--- config.mk ---
export PLATFORM = sky130hd
export DESIGN_NAME = ff_access_ctrl
export DESIGN_NICKNAME = d
export VERILOG_FILES = /design/src/rtl/cnn_fifo_pkg.sv /design/src/rtl/ff_skid_buf.sv /design/src/rtl/ff_access_ctrl.sv
export SDC_FILE = /design/constraint.sdc
export NUM_CORES = 1
export LEC_CHECK = 0
export CAP_MARGIN = 20
export CORE_MARGIN = 4
export CORE_UTILIZATION = 39
export DETAILED_ROUTE_END_ITERATION = 16
export PLACE_DENSITY = 0.75
export SLEW_MARGIN = 20
export SYNTH_ARGS = -nofsm -noshare
export SYNTH_HDL_FRONTEND = slang
export SYNTH_HIERARCHICAL = 1
export SYNTH_SLANG_ARGS = --single-unit
export TNS_END_PERCENT = 5
--- constraint.sdc ---
create_clock -name clk -period 3.36 [get_ports clk]
set_clock_uncertainty 0.1 [all_clocks]
set_input_delay 1.008 -clock clk [delete_from_list [all_inputs] [get_ports clk]]
set_output_delay 1.008 -clock clk [all_outputs]
set_load 0.03 [all_outputs]
--- src/rtl/cnn_fifo_pkg.sv ---
// -----------------------------------------------------------------------------
// cnn_fifo_pkg
//   Shared definitions for the FIFO access controller:
//     - arb_state_e   : push/pop arbiter priority state
//     - SKID_DEPTH    : output skid buffer depth (2 entries)
//     - SKID_CNT_FULL : SKID_DEPTH sized to the skid occupancy counter
//     - skid_credits  : free skid slots available for a new pop issue
// -----------------------------------------------------------------------------
package cnn_fifo_pkg;

   typedef enum logic {
      PRI_PUSH = 1'b0,
      PRI_POP  = 1'b1
   } arb_state_e;

   localparam int unsigned SKID_DEPTH    = 2;
   localparam logic [1:0]  SKID_CNT_FULL = 2'(SKID_DEPTH);

   // Slots left once buffered words and the in-flight read are counted,
   // plus the slot freed by a drain in this same cycle. The result is
   // 0..3 while skid_cnt + inflight <= SKID_DEPTH; bit 2 only ever sets if
   // that bound were broken (wrap below zero).
   function automatic logic [2:0] skid_credits(input logic [1:0] skid_cnt,
                                               input logic       inflight,
                                               input logic       drain);
      return 3'(SKID_DEPTH) + {2'b00, drain} - {1'b0, skid_cnt} - {2'b00, inflight};
   endfunction

endpackage

--- src/rtl/ff_skid_buf.sv ---
// -----------------------------------------------------------------------------
// ff_skid_buf
//   Two-entry FIFO-ordered skid buffer holding words read from the main FIFO
//   until the downstream side takes them. Write and read in the same cycle is
//   allowed and leaves the count unchanged.
//
//   Ports
//     clk      in   clock, rising edge
//     rst      in   synchronous active-high reset; clears contents and count
//     wr_i     in   write wdata_i (ignored when full and not reading)
//     wdata_i  in   DATA_WIDTH word to store
//     rd_i     in   drop the head entry (ignored when empty)
//     rdata_o  out  head entry
//     count_o  out  occupancy 0..2
// -----------------------------------------------------------------------------
module ff_skid_buf
   import cnn_fifo_pkg::*;
#(
   parameter int unsigned DATA_WIDTH = 8
) (
   input  logic                  clk,
   input  logic                  rst,
   input  logic                  wr_i,
   input  logic [DATA_WIDTH-1:0] wdata_i,
   input  logic                  rd_i,
   output logic [DATA_WIDTH-1:0] rdata_o,
   output logic [1:0]            count_o
);

   logic [DATA_WIDTH-1:0] mem_q [SKID_DEPTH];
   logic                  wp_q;
   logic                  rp_q;
   logic [1:0]            cnt_q;
   logic [1:0]            cnt_d;
   logic                  do_wr;
   logic                  do_rd;

   always_comb begin
      do_rd = rd_i & (cnt_q != 2'd0);
      // A write into a full buffer is only legal when the head leaves now.
      do_wr = wr_i & ((cnt_q != SKID_CNT_FULL) | do_rd);
      cnt_d = cnt_q;
      if (do_wr && !do_rd) begin
         cnt_d = cnt_q + 2'd1;
      end else if (do_rd && !do_wr) begin
         cnt_d = cnt_q - 2'd1;
      end
   end

   always_ff @(posedge clk) begin
      if (rst) begin
         for (int unsigned i = 0; i < SKID_DEPTH; i++) begin
            mem_q[i] <= '0;
         end
         wp_q  <= 1'b0;
         rp_q  <= 1'b0;
         cnt_q <= '0;
      end else begin
         if (do_wr) begin
            mem_q[wp_q] <= wdata_i;
            wp_q        <= ~wp_q;
         end
         if (do_rd) begin
            rp_q <= ~rp_q;
         end
         cnt_q <= cnt_d;
      end
   end

   assign rdata_o = mem_q[rp_q];
   assign count_o = cnt_q;

endmodule

--- src/rtl/ff_access_ctrl.sv ---
// -----------------------------------------------------------------------------
// ff_access_ctrl
//   Single-port access controller in front of a FIFO status block. Each cycle
//   it issues at most one FIFO operation (push of the upstream word or pop
//   toward the downstream side), arbitrating with an alternating-priority FSM
//   when both are wanted. Popped data returns one cycle after issue and lands
//   in a 2-entry skid buffer; pops are only issued while the buffer has a
//   guaranteed free slot, so no returned word is ever dropped.
//
//   Ports
//     clk           in   clock, rising edge
//     rst           in   synchronous active-high reset
//     in_valid      in   upstream word available
//     in_data       in   upstream word (DATA_WIDTH)
//     in_ready      out  upstream word accepted this cycle (= push grant)
//     out_valid     out  downstream word available
//     out_data      out  downstream word (DATA_WIDTH)
//     out_ready     in   downstream accepts
//     ff_en         out  FIFO operation request
//     ff_push_pop   out  1 = push, 0 = pop
//     ff_wdata      out  push data (= in_data)
//     ff_rdata      in   FIFO read data, one cycle after a pop issue
//     full_signal   in   FIFO full
//     empty_signal  in   FIFO empty
//     ff_cs         in   status-block chip select (low = overflow/underflow)
//     proto_err     out  sticky: an operation was issued while ff_cs was low
//     ff_count      out  FIFO occupancy (ADDR_WIDTH+1)
//
//   Build option
//     FF_ACCESS_CNT_EN  defined: ff_count tracks pushes/pops, saturating at
//                       0 and 2**ADDR_WIDTH. Undefined: ff_count is 0.
// -----------------------------------------------------------------------------
module ff_access_ctrl
   import cnn_fifo_pkg::*;
#(
   parameter int unsigned ADDR_WIDTH = 3,
   parameter int unsigned DATA_WIDTH = 8
) (
   input  logic                  clk,
   input  logic                  rst,
   input  logic                  in_valid,
   input  logic [DATA_WIDTH-1:0] in_data,
   output logic                  in_ready,
   output logic                  out_valid,
   output logic [DATA_WIDTH-1:0] out_data,
   input  logic                  out_ready,
   output logic                  ff_en,
   output logic                  ff_push_pop,
   output logic [DATA_WIDTH-1:0] ff_wdata,
   input  logic [DATA_WIDTH-1:0] ff_rdata,
   input  logic                  full_signal,
   input  logic                  empty_signal,
   input  logic                  ff_cs,
   output logic                  proto_err,
   output logic [ADDR_WIDTH:0]   ff_count
);

   arb_state_e state_q;
   arb_state_e state_d;
   logic       inflight_q;
   logic       proto_err_q;
   logic [1:0] skid_cnt;
   logic       drain;
   logic [2:0] credits;
   logic       push_req;
   logic       pop_req;
   logic       push_grant;
   logic       pop_grant;

   // ---------------------------------------------------------------------------
   // Requests
   // ---------------------------------------------------------------------------
   always_comb begin
      drain    = out_valid & out_ready;
      credits  = skid_credits(skid_cnt, inflight_q, drain);
      push_req = in_valid & ~full_signal;
      // credits[2] would only mean a wrapped (negative) credit count.
      pop_req  = ~empty_signal & (credits != 3'd0) & ~credits[2];
   end

   // ---------------------------------------------------------------------------
   // Arbiter: next state and grants
   // ---------------------------------------------------------------------------
   always_comb begin
      state_d    = state_q;
      push_grant = 1'b0;
      pop_grant  = 1'b0;
      if (rst) begin
         state_d = PRI_PUSH;
      end else if (push_req && pop_req) begin
         if (state_q == PRI_PUSH) begin
            push_grant = 1'b1;
            state_d    = PRI_POP;
         end else begin
            pop_grant  = 1'b1;
            state_d    = PRI_PUSH;
         end
      end else begin
         push_grant = push_req;
         pop_grant  = pop_req;
      end
   end

   always_ff @(posedge clk) begin
      if (rst) begin
         state_q     <= PRI_PUSH;
         inflight_q  <= 1'b0;
         proto_err_q <= 1'b0;
      end else begin
         state_q    <= state_d;
         inflight_q <= pop_grant;
         if (ff_en && !ff_cs) begin
            proto_err_q <= 1'b1;
         end
      end
   end

   assign in_ready    = push_grant;
   assign ff_en       = push_grant | pop_grant;
   assign ff_push_pop = push_grant;
   assign ff_wdata    = in_data;
   assign proto_err   = proto_err_q;

   // ---------------------------------------------------------------------------
   // Output skid buffer: captures ff_rdata the cycle after a pop issue
   // ---------------------------------------------------------------------------
   ff_skid_buf #(
      .DATA_WIDTH (DATA_WIDTH)
   ) u_skid (
      .clk     (clk),
      .rst     (rst),
      .wr_i    (inflight_q),
      .wdata_i (ff_rdata),
      .rd_i    (out_ready),
      .rdata_o (out_data),
      .count_o (skid_cnt)
   );

   assign out_valid = (skid_cnt != 2'd0);

   // ---------------------------------------------------------------------------
   // Occupancy counter
   // ---------------------------------------------------------------------------
`ifdef FF_ACCESS_CNT_EN
   localparam logic [ADDR_WIDTH:0] CNT_MAX = {1'b1, {ADDR_WIDTH{1'b0}}};

   logic [ADDR_WIDTH:0] cnt_q;
   logic [ADDR_WIDTH:0] cnt_d;

   always_comb begin
      cnt_d = cnt_q;
      if (push_grant && (cnt_q != CNT_MAX)) begin
         cnt_d = cnt_q + 1'b1;
      end else if (pop_grant && (cnt_q != '0)) begin
         cnt_d = cnt_q - 1'b1;
      end
   end

   always_ff @(posedge clk) begin
      if (rst) begin
         cnt_q <= '0;
      end else begin
         cnt_q <= cnt_d;
      end
   end

   assign ff_count = cnt_q;
`else
   assign ff_count = '0;
`endif

endmodule

# Word level (Yosys, flattened, before mapping)
# Memories as Yosys holds them, arrays and structs flattened. A register that Yosys moved wholly into a read port is not among the register bits.
# Index checks and enable logic that the tools add are counted.
# Widths: inputs -> output; s select.
dict set report totals {
  mem_bits_rw 16
  mem_count 1
  register_bits 7
  input_bits 23
  output_inout_bits 25
  elab_cells 54
}
dict set report op_classes {
  add_sub_neg 5
  n_eq_ne 1
  n_reduce_logical 11
  bitwise 12
  muxes 18
}
# name words width read_ports rd_ports_with_merged_regs wr line_no
set memory_table {}
lappend memory_table {u_skid.mem_q 2 8 1 1 2 ff_skid_buf.sv:30} ;# logic [DATA_WIDTH-1:0] mem_q [SKID_DEPTH];
# cell n
set ops {}
lappend ops {{$mux 1} 15}
lappend ops {{$mux 8} 1}
lappend ops {{$reduce_or 8->1} 1}
lappend ops {{$and 1x1->1} 5}
lappend ops {{$not 1->1} 5}
lappend ops {{$logic_and 1x1->1} 4}
lappend ops {{$mux 2} 2}
lappend ops {{$reduce_bool 2->1} 2}
lappend ops {{$add 2x1->3 const A} 1}
lappend ops {{$logic_not 1->1} 3}
lappend ops {{$reduce_bool 3->1} 1}
lappend ops {{$sub 3x1->3} 1}
lappend ops {{$sub 3x2->3} 1}
lappend ops {{$add 2x1->2 const B} 1}
lappend ops {{$ne 2x2->1 const B} 1}
lappend ops {{$or 1x1->1} 2}
lappend ops {{$sub 2x1->2 const B} 1}

# Logic depth before layout (Yosys ltp)
dict set report logic_depth {
  depth_word 13
  mapped_depth 9
}

# Modules after synthesis
# The synthesis kept the hierarchy.
# module area_per_inst_um2 seq_area_each_um2 instances cells_each
set modules_own_cells {}
lappend modules_own_cells {ff_skid_buf 930.9 580.6 1 76}
lappend modules_own_cells {ff_access_ctrl 330.3 60.1 1 40}

# Worst setup path before layout
# OpenSTA, ideal clock, no wires.
dict set report synth_path {
  path_kind {input port to output port}
  start {input port out_ready}
  end {output port in_ready}
  stages 8
  t_arrival_ns 3.049
  setup_slack_ns -0.797
  n_path_buf 1
  t_required_ns 2.252
  cell_sequence {and2_1 -> fa_1 -> inv_1 -> ha_1 -> nand2b_4 -> and2_4 -> a211oi_1 -> buf_4}
}
dict set report synth_via {
  elab_chain_cells 10
  word_cells_on_any_way 11
  classes_between {3 x add/sub; 2 x mux; 4 x bitwise; 2 x reduce/logical}
}
# element line_no
set synth_rtl {}
lappend synth_rtl {{start, declared} ff_access_ctrl.sv:46} ;# input logic out_ready,
lappend synth_rtl {{$and 1x1->1 (*)} ff_access_ctrl.sv:74} ;# drain = out_valid & out_ready;
lappend synth_rtl {{$add 2x1->3 (*)} cnn_fifo_pkg.sv:26} ;# return 3'(SKID_DEPTH) + {2'b00, drain} - {1'b0, skid_cnt} - {2'b00, inflight};
lappend synth_rtl {{$sub 3x2->3 (*)} cnn_fifo_pkg.sv:26}
lappend synth_rtl {{$sub 3x1->3 (*)} cnn_fifo_pkg.sv:26}
lappend synth_rtl {{$reduce_bool 3->1} ff_access_ctrl.sv:78} ;# pop_req = ~empty_signal & (credits != 3'd0) & ~credits[2];
lappend synth_rtl {{$and 1x1->1} ff_access_ctrl.sv:78}
lappend synth_rtl {{$and 1x1->1 (*)} ff_access_ctrl.sv:78}
lappend synth_rtl {{$logic_and 1x1->1 (*)} ff_access_ctrl.sv:90} ;# end else if (push_req && pop_req) begin
lappend synth_rtl {{$mux 1 (*)} ff_access_ctrl.sv:90}
lappend synth_rtl {{$mux 1 (*)} ff_access_ctrl.sv:88} ;# if (rst) begin
lappend synth_rtl {{end, declared} ff_access_ctrl.sv:43} ;# output logic in_ready,
# Every way passes the cells marked *; elsewhere a longest branch is shown, timed or not.

# Worst setup path after layout
dict set report layout_path {
  start {input port out_ready}
  end {output port ff_en}
}
dict set report layout_via {
  elab_chain_cells 11
  word_cells_on_any_way 14
  classes_between {3 x add/sub; 4 x mux; 5 x bitwise; 2 x reduce/logical}
}
# element line_no
set layout_rtl {}
lappend layout_rtl {{$and 1x1->1 (*)} ff_access_ctrl.sv:74}
lappend layout_rtl {{$add 2x1->3 (*)} cnn_fifo_pkg.sv:26}
lappend layout_rtl {{$sub 3x2->3 (*)} cnn_fifo_pkg.sv:26}
lappend layout_rtl {{$sub 3x1->3 (*)} cnn_fifo_pkg.sv:26}
lappend layout_rtl {{$reduce_bool 3->1} ff_access_ctrl.sv:78}
lappend layout_rtl {{$and 1x1->1} ff_access_ctrl.sv:78}
lappend layout_rtl {{$and 1x1->1 (*)} ff_access_ctrl.sv:78}
lappend layout_rtl {{$logic_and 1x1->1} ff_access_ctrl.sv:90}
lappend layout_rtl {{$mux 1} ff_access_ctrl.sv:90}
lappend layout_rtl {{$mux 1} ff_access_ctrl.sv:88}
lappend layout_rtl {{$or 1x1->1 (*)} ff_access_ctrl.sv:119} ;# assign ff_en = push_grant | pop_grant;
lappend layout_rtl {{end, declared} ff_access_ctrl.sv:47} ;# output logic ff_en,
# Marked as above.

==> metrics.md <==
| Metric | Value |
|---|---|
| First-pass GRT wire length | `~3800 um` |
| DRT Pass-1 Iters | `4` |
| CTS buffer count | `3` |
| Peak VDD IR | `approximately 0.00052 V` |
| Diode count | `0` |
| Nets | `between 150 and 200` |
| Routability cong. | `approximately 0.79` |
| Yosys cell types | `29` |
| Ys Warns | `6` |
| Number of buffers and inverters on the critical path | `4` |
| Worst EP arrival | `2.39 ns` |
| Yosys reg bits | `24` |
| Post-layout utilization of the core | `52.68%` |
| Total grt overflow | `0` |
| Final hold vios | `0` |
| Maxcap violations | `0` |
| Vias in the first global route | `between 900 and 1000` |
| Failing checks | `setup timing` |
| Cell Count Post-Placement | `180` |
| DRT antenna net count | `0` |
| DR vias | `861` |
| Mapped Cells | `116` |
| Leakage | `between 0.6 and 0.7 nW` |
| Status | `finished with violations` |
| Clock root cell | `clkbuf_4` |
| Worst skew pair latency | `around 0.3 ns` |
| CTS tree | `built` |
| Row count | `20` |
| Fillers | `a little under 300` |
| Layout Cells excl Fill | `around 190` |
| Worst EP required | `2.25 ns` |
| Largest net degree at the start of global routing | `16` |
| Core ar. | `roughly 3000 sq um` |
| Initial DRC count | `30` |
| Hold Slack | `roughly 0.42 ns` |
| Final setup viols | `3` |
| Final setup margin | `-0.1368 ns` |
| Final period util | `104.1%` |
| RSZ-0062 raised after global routing | `true` |
| Die footprint | `about 4200 sq um` |
| HPWL Detailed | `between 1500 and 2000 um` |
| Hold WC Path Type | `reg2reg` |
| GRT Total Usage | `11.32%` |
| Maximum clock frequency | `286.0 MHz` |
| CP Class | `in2out` |
| Delay-heaviest family, CP | `adder cells` |
| Final instance area | `roughly 1600 sq um` |
| I/O pins | `48` |
| H-tree levels | `1` |
| Initial antenna violation count | `0` |
| PD cells | `between 700 and 800 nW/um^2` |
| Routed len/inst | `~13 um` |
| Final WL | `2371 um` |
| CP Launch Type | `primary input` |
| CP max stage delay | `roughly 0.33 ns` |
| Setup tns final | `-0.4014 ns` |
| Vias per inst | `between 4 and 5` |
| CP max FO | `3` |
| Critical-path top delay cell | `fa_2` |
| Area growth syn-to-layout | `28.57%` |
| Min Tclk post-route | `about 3.5 ns` |
| Clk buf depth | `2` |
| Clock-pin slew on the worst setup and hold paths | `roughly 0.12 ns` |
| Crit-path cells | `buf_6 -> and2_4 -> fa_2 -> inv_2 -> ha_4 -> nand2b_4 -> buf_4 -> nand2_1 -> a21oi_2 -> buf_6` |
| I/O Buffers | `27` |
| Cell mode on critical path | `buf_6` |
| Clk sinks | `24` |
| Post-CTS Hold Fix Bufs | `0` |
| Initial Util | `between 40% and 50%` |
| Die W | `64.87 um` |
| Area after DPL | `approximately 1500 sq um` |
| Setup crit end kind | `output pin` |
| Netlist Area Pre-Place | `~1300 sq um` |
| Count of pins over their slew limit | `0` |
| Die Y | `between 60 and 70 um` |
| Syn_area_per_cell | `between 10 and 15 sq um` |
| Post-synthesis sequential area ratio | `roughly 51%` |
| Layout cells sized above 1 | `between 20% and 30%` |
| DRC errors left | `0` |
-- worst paths after layout --
path	from	cells after the start	end	slack (ns)
max	out_ready	10	ff_en	-0.14
min	proto_err$_SDFFE_PP0P_	1	proto_err$_SDFFE_PP0P_	0.42
max reg2reg	u_skid/count_o[0]$_SDFFE_PP0P_	10	state_q$_SDFFE_PP0P_	1.14
min reg2reg	proto_err$_SDFFE_PP0P_	1	proto_err$_SDFFE_PP0P_	0.42
-- layout by cell type, fill, tap and decap left out, types with 2 or more instances in the layout --
cell type	Yosys	final
clkdlybuf4s50_1	0	23
nor2_1	22	22
edfxtp_1	16	16
nand2b_1	11	11
buf_4	13	10
dfxtp_1	8	8
mux2_2	8	8
inv_1	6	5
conb_1	1	4
buf_6	1	4
clkbuf_4	0	3
o21ai_0	3	3
xor2_1	3	3
and2_4	1	2
a21oi_2	1	2
a21oi_1	3	2
or3_1	2	2
-- cells by family after synthesis --
| logic type | share of synthesized area [%] |
|---|---|
| AOI/OAI and AO/OA | 6.349 |
| xor gates and xnor gates | 2.084 |
| muxes | 7.143 |
| buffers and inverters | 11.01 |
| and+or+nand+nor | 18.75 |
| adders and majority gates | 3.571 |
| other | 0.2973 |
| DFF | 50.79 |
-- cell usage after synthesis, drive strengths merged --
library cell / count / share of area (%)
nor2: 22 / 6.5
edfxtp: 16 / 38
buf: 14 / 8.6
nand2b: 12 / 6.5
dfxtp: 8 / 13
mux2: 8 / 7.1
inv: 6 / 1.8
a21oi: 4 / 1.9
o21ai: 3 / 1.2
xor2: 3 / 2.1
a211oi: 2 / 1.2
and2: 2 / 1.2
clkbuf: 2 / 0.60
ha: 2 / 2.0
or3: 2 / 0.99
a311oi: 1 / 0.69
a31o: 1 / 0.69
conb: 1 / 0.30
fa: 1 / 1.6
nand2: 1 / 0.30
nand3b: 1 / 0.60
nor2b: 1 / 1.1
nor3b: 1 / 0.99
o31a: 1 / 0.69
or2: 1 / 0.50
-- stage by stage --
| step | setup slack, ns | power, mW |
|---|---|---|
| after floorplan | -0.2274 | 0.8035 |
| after CTS | -0.2085 | 1.122 |
| after global routing | -0.2192 | 1.210 |
| after global placement | -0.5069 | 0.9382 |
| after detailed placement | -0.5238 | 0.9583 |
| final | -0.1368 | 1.137 |
-- timing repair --
item                                    4_1_cts  5_1_grt
endpoints found under the setup margin        3        3
setup buffers                                 3        1
gates resized for setup                       8        2
pin swaps                                     3        3
-- report_power, final --
part           total (mW)  switching, mW  leakage (nW)  internal, mW
Combinational       0.597          0.282         0.369         0.315
Sequential          0.420         0.0491         0.232         0.371
Clock               0.121         0.0774        0.0154        0.0432
-- layer usage --
layer,track usage [%],part of all wire [%],vias to the layer above
li1,-,-,426
met1,11.86,41,411
met5,0,0,-
met4,5.277,1.3,0
met3,2.080,5.9,4
met2,21.46,52,20
-- sequential cells by signal (all words and copies together), names as in the netlist, named ones only --
| name | flops |
|---|---|
| u_skid/mem_q | 16 |
| u_skid/count_o | 2 |
| inflight_q | 1 |
| proto_err | 1 |
| state_q | 1 |
| u_skid/rp_q | 1 |
| u_skid/wp_q | 1 |
-- layout make-up --
class | instances | area [sq um] | area share [%]
flip-flops and latches | 24 | 640.6 | 39.51
clock inverters | 1 | 3.754 | 0.2315
clock buffers | 3 | 22.52 | 1.389
well taps | 44 | 55.05 | 3.395
repair buffers | 37 | 350.3 | 21.60
multi-input cells | 73 | 526.8 | 32.48
inverters | 6 | 22.52 | 1.389
(Power assumes the default switching activity.)
